==> src/rtl/knock_pkg.sv <==
// Shared types and default timing for the knock-sensor front end.
// Timing constants are in 1 kHz clock cycles (milliseconds).
package knock_pkg;

  typedef enum logic [2:0] {
    IDLE,
    DEBOUNCE,
    PULSE,
    LOCKOUT,
    RELEASE
  } knock_st_t;

  localparam int         DEBOUNCE_MS_DEF = 20;
  localparam int         HOLD_MS_DEF     = 50;
  localparam int         REFRACT_MS_DEF  = 200;
  localparam logic [7:0] KNOCK_CNT_MAX   = 8'd255;

  function automatic int max3(input int a, input int b, input int c);
    int m;
    m = (a > b) ? a : b;
    return (m > c) ? m : c;
  endfunction

endpackage

==> src/rtl/knock_sync.sv <==
// Two-flop synchroniser that brings the raw sensor line into the CLK1K domain.
module knock_sync (
  input  logic CLK1K,
  input  logic RST,
  input  logic i_d,
  output logic o_q
);

  logic r_s1;
  logic r_s2;

  always_ff @(posedge CLK1K) begin
    if (RST) begin
      r_s1 <= 1'b0;
      r_s2 <= 1'b0;
    end else begin
      r_s1 <= i_d;
      r_s2 <= r_s1;
    end
  end

  assign o_q = r_s2;

endmodule

==> src/rtl/knock_detect.sv <==
// Knock-sensor conditioner: synchronise, debounce, emit one fixed-width
// active-low KNOCK strobe per accepted knock, then lock out sensor ringing.
module knock_detect
  import knock_pkg::*;
#(
  parameter int DEBOUNCE_MS = DEBOUNCE_MS_DEF,
  parameter int HOLD_MS     = HOLD_MS_DEF,
  parameter int REFRACT_MS  = REFRACT_MS_DEF
) (
  input  logic       CLK1K,
  input  logic       RST,
  input  logic       KNOCK_RAW,
  input  logic       EN,
  output logic       KNOCK,
  output logic       BUSY,
  output logic [7:0] KNOCK_CNT
);

  localparam int TW = $clog2(max3(DEBOUNCE_MS, HOLD_MS, REFRACT_MS)) + 1;
  localparam logic [TW-1:0] T_DEB  = TW'(DEBOUNCE_MS - 1);
  localparam logic [TW-1:0] T_HOLD = TW'(HOLD_MS - 1);
  localparam logic [TW-1:0] T_REF  = TW'(REFRACT_MS - 1);

  logic w_s2;

  knock_sync u_sync (
    .CLK1K (CLK1K),
    .RST   (RST),
    .i_d   (KNOCK_RAW),
    .o_q   (w_s2)
  );

  knock_st_t     r_state;
  knock_st_t     w_state_next;
  logic [TW-1:0] r_t;
  logic [TW-1:0] w_t_next;
  logic          r_knock;
  logic          w_knock_next;
  logic          r_busy;
  logic [7:0]    r_cnt;
  logic [7:0]    w_cnt_next;

  always_ff @(posedge CLK1K) begin
    if (RST) begin
      r_state <= IDLE;
      r_t     <= '0;
      r_knock <= 1'b1;
      r_busy  <= 1'b0;
      r_cnt   <= 8'd0;
    end else begin
      r_state <= w_state_next;
      r_t     <= w_t_next;
      r_knock <= w_knock_next;
      r_busy  <= (w_state_next != IDLE);
      r_cnt   <= w_cnt_next;
    end
  end

  always_comb begin
    w_state_next = r_state;
    w_t_next     = r_t;
    w_knock_next = r_knock;
    w_cnt_next   = r_cnt;
    case (r_state)
      IDLE: begin
        w_knock_next = 1'b1;
        if (EN && w_s2) begin
          w_state_next = DEBOUNCE;
          w_t_next     = '0;
        end
      end
      DEBOUNCE: begin
        // Abort has priority, so EN dropping on the final debounce cycle wins.
        if (!w_s2 || !EN) begin
          w_state_next = IDLE;
        end else if (r_t == T_DEB) begin
          w_state_next = PULSE;
          w_t_next     = '0;
          w_knock_next = 1'b0;
          w_cnt_next   = (r_cnt == KNOCK_CNT_MAX) ? r_cnt : r_cnt + 8'd1;
        end else begin
          w_t_next = r_t + 1'b1;
        end
      end
      PULSE: begin
        w_knock_next = 1'b0;
        if (r_t == T_HOLD) begin
          w_state_next = LOCKOUT;
          w_t_next     = '0;
          w_knock_next = 1'b1;
        end else begin
          w_t_next = r_t + 1'b1;
        end
      end
      LOCKOUT: begin
        if (r_t == T_REF) begin
          w_state_next = RELEASE;
          w_t_next     = '0;
        end else begin
          w_t_next = r_t + 1'b1;
        end
      end
      RELEASE: begin
        // Sensor must return low before a new knock can be considered.
        if (!w_s2) begin
          w_state_next = IDLE;
        end
      end
      default: begin
        w_state_next = IDLE;
        w_t_next     = '0;
        w_knock_next = 1'b1;
      end
    endcase
  end

  assign KNOCK     = r_knock;
  assign BUSY      = r_busy;
  assign KNOCK_CNT = r_cnt;

endmodule
==> config.mk <==
export PLATFORM = sky130hd
export DESIGN_NAME = knock_detect
export DESIGN_NICKNAME = d
export VERILOG_FILES = /design/src/rtl/knock_pkg.sv /design/src/rtl/knock_sync.sv /design/src/rtl/knock_detect.sv
export SDC_FILE = /design/constraint.sdc
export NUM_CORES = 1
export LEC_CHECK = 0
export BUFFER_PORTS_ARGS = -buffer_cell sky130_fd_sc_hd__buf_2
export CAP_MARGIN = 40
export CORE_MARGIN = 2
export CORE_UTILIZATION = 52
export CTS_CLUSTER_DIAMETER = 120
export CTS_CLUSTER_SIZE = 28
export DETAILED_ROUTE_END_ITERATION = 12
export PLACE_DENSITY = 0.75
export SYNTH_ARGS = -nofsm -noshare
export SYNTH_HDL_FRONTEND = slang
export SYNTH_HIERARCHICAL = 1
export SYNTH_SLANG_ARGS = --single-unit
export TNS_END_PERCENT = 50
==> constraint.sdc <==
create_clock -name CLK1K -period 1.9 [get_ports CLK1K]
set_input_delay 0.38 -clock CLK1K [delete_from_list [all_inputs] [get_ports CLK1K]]
set_output_delay 0.38 -clock CLK1K [all_outputs]
set_load 0.01 [all_outputs]
==> impl_metrics.env <==
export IMPL_outcome="complete, no violations"
export IMPL_synthesis_area_um2=1360
export IMPL_vdd_drop_max_v=0.000483
export IMPL_cap_violations=0
export IMPL_cts_buffer_depth=2
export IMPL_synth_edf_count=0
export IMPL_grt_pass1_vias=1250
export IMPL_via_per_inst=6.50
export IMPL_area_growth_pct=34.1
export IMPL_final_cell_mix="23 x buf_4, 17 x dfxtp_1, 16 x a21oi_1, 13 x buf_2, 10 x nand2_1"
export IMPL_postCtsHoldBufs=0
export IMPL_die_h_um=55.1
export IMPL_grt_max_degree=22
export IMPL_syn_nets=164
export IMPL_cts_tree="yes"
export IMPL_dr_pass1_iters=5
export IMPL_crit_fanout=8
export IMPL_relSlewSlack_pct=61.8
export IMPL_die_area_um2=3040
export IMPL_wl_per_cell_um=17.2
export IMPL_pwr_density_cell_nw_per_um2=512
export IMPL_num_vias=1443
export IMPL_crit_path_end_kind="flip-flop"
export IMPL_io_buffers=13
export IMPL_avgSynthCellArea_um2=8.65
export IMPL_finalCriticalPeriod_ns=1.83
export IMPL_drv_slew=0
export IMPL_antenna_found_initial=0
export IMPL_final_hold_viol_count=0
export IMPL_crit_required_ns=2.17
export IMPL_drt_iter0_markers=66
export IMPL_ios=14
export IMPL_pre_cts_ws_ns=-0.253
export IMPL_clkTransAtPathRegs_ns=0.14
export IMPL_core_um2=2480
export IMPL_drc=0
export IMPL_rows=18
export IMPL_dieWidth_um=55.1
export IMPL_syn_inst=157
export IMPL_synth_seq_cells=24
export IMPL_drive_gt1_share_pct=33.9
export IMPL_start_kind="flip-flop"
export IMPL_gr_total_overflow=0
export IMPL_arrival_ns=2.10
export IMPL_ys_seq_area_share_pct=35.4
export IMPL_grtUsageTotal_pct=27.3
export IMPL_critPathKind="reg -> reg"
export IMPL_hpwl_um=2420
export IMPL_setup_viol=0
export IMPL_gp_congestion=0.888
export IMPL_diodes=0
export IMPL_fmaxAchievable_ghz=0.547
export IMPL_fillers=183
export IMPL_tightest_slew_ns=0.573
export IMPL_post_route_period_util_pct=96.1
export IMPL_final_common_cell="buf_4"
export IMPL_ant_nets=0
export IMPL_initial_core_util_pct=54.8
export IMPL_ys_types=42
export IMPL_cts_num_sinks=24
export IMPL_final_core_util_pct=73.5
export IMPL_setup_ws_ns=0.0732
export IMPL_wl_um=3810
export IMPL_numCtsBuffers=3
export IMPL_p_leak_nw=0.670
export IMPL_min_path_type="in -> reg"
export IMPL_total_power_mw=0.932
export IMPL_async_reset_ff_share_pct=0
export IMPL_fin_skew_ns=0.00610
export IMPL_cts_htree_levels=1
export IMPL_multi_input_area_um2=965
export IMPL_fin_setup_tns_ns=0
export IMPL_grt_pass1_wl_um=5870
export IMPL_ys_warn_count=6
export IMPL_clk_latency_ns=0.33
export IMPL_layout_nets=200
export IMPL_ys_flop_type="dfxtp_1"
export IMPL_whs_ns=0.254
export IMPL_root_buffer="clkbuf_4"
export IMPL_regArea_um2=494
[power by group]
group / internal (mW) / leakage (nW) / switching (mW)
registers: 0.504 / 0.198 / 0.00269
clock network: 0.214 / 0.0279 / 0.173
logic: 0.0143 / 0.444 / 0.0245
[cells by family (layout without fill, tap and decap cells)]
group / after synthesis / count (layout) / synth area share (%)
muxes: 1 / 1 / 0.829
DFF: 24 / 24 / 35.4
xor gates and xnor gates: 4 / 4 / 2.58
buffers and inverters: 12 / 47 / 3.32
adders and majority gates: 3 / 3 / 2.77
AOI/OAI and AO/OA: 48 / 48 / 24.2
and+or+nand+nor: 65 / 65 / 30.9
[final timing paths]
| path | end | cells after the start | slack, ns | from |
|---|---|---|---|---|
| hold / removal | u_sync/r_s1 | 2 | 0.25 | KNOCK_RAW |
| setup / recovery | KNOCK_CNT[7] | 6 | 0.07 | r_t[0] |
| setup reg to reg | KNOCK_CNT[7] | 6 | 0.07 | r_t[0] |
| hold reg to reg | u_sync/o_q | 1 | 0.46 | u_sync/r_s1 |
[flip-flops by register name, summed over array words and instances (netlist names)]
register	flops
r_t	9
u_sync/o_q	1
KNOCK	1
r_state	3
BUSY	1
KNOCK_CNT	8
u_sync/r_s1	1
[critical path, cell delays in order, from the launching register on]
cell	delay, ns
dfxtp_4	0.42
ha_4	0.16
nor4b_4	0.20
buf_4	0.17
nand4_4	0.14
or4_1	0.54
a21oi_1	0.16
[cell usage after synthesis, drive strengths merged (2+ instances only)]
library cell | number | area share (%)
a211oi | 2 | 1.1
a21oi | 17 | 6.3
a31oi | 2 | 0.92
and2 | 2 | 0.92
and3 | 3 | 1.4
and3b | 2 | 1.3
and4 | 3 | 1.9
clkbuf | 6 | 1.7
dfxtp | 24 | 35
ha | 3 | 2.8
inv | 6 | 1.7
nand2 | 10 | 2.8
nand3 | 7 | 2.6
nand4 | 7 | 3.7
nor2 | 7 | 1.9
nor2b | 5 | 2.3
nor3 | 2 | 0.74
nor4b | 2 | 2.9
nor4bb | 3 | 2.2
o211ai | 2 | 1.1
o21ai | 5 | 1.8
o311ai | 4 | 2.6
o31ai | 7 | 3.9
o41ai | 3 | 2.5
or3 | 3 | 1.4
or4 | 4 | 2.2
xor2 | 4 | 2.6
[cell type report]
type	instances	share of cell area (%)
sequential	24	27.1
multi-input combinational	121	53.0
inverter	6	1.24
clock buffer	3	1.24
timing repair buffer	37	13.7
tap	30	2.06
clock inverter	1	1.65
[per-layer routing]
| metal | GRT usage [%] | share of wire [%] | wire [µm] | vias to the layer above |
|---|---|---|---|---|
| li1 | - | - | - | 687 |
| met1 | 36.6 | 46 | 1750 | 675 |
| met3 | 5.91 | 5.9 | 225 | 18 |
| met4 | 11.8 | 2.3 | 87 | 0 |
| met5 | 0 | 0 | 0 | - |
| met2 | 42.3 | 46 | 1750 | 63 |
[repair_timing]
item,CTS,global route
buffers inserted,2,1
endpoints found under the setup margin,15,17
resized for setup,12,17
pin swaps,1,6
[through the flow]
step,area (µm²),cells
floorplan,1370,157
global placement,1600,215
detailed placement,1600,215
CTS,1740,221
global route,1820,222
finish,1820,222
Note: power is estimated with default switching activity, not from simulation.
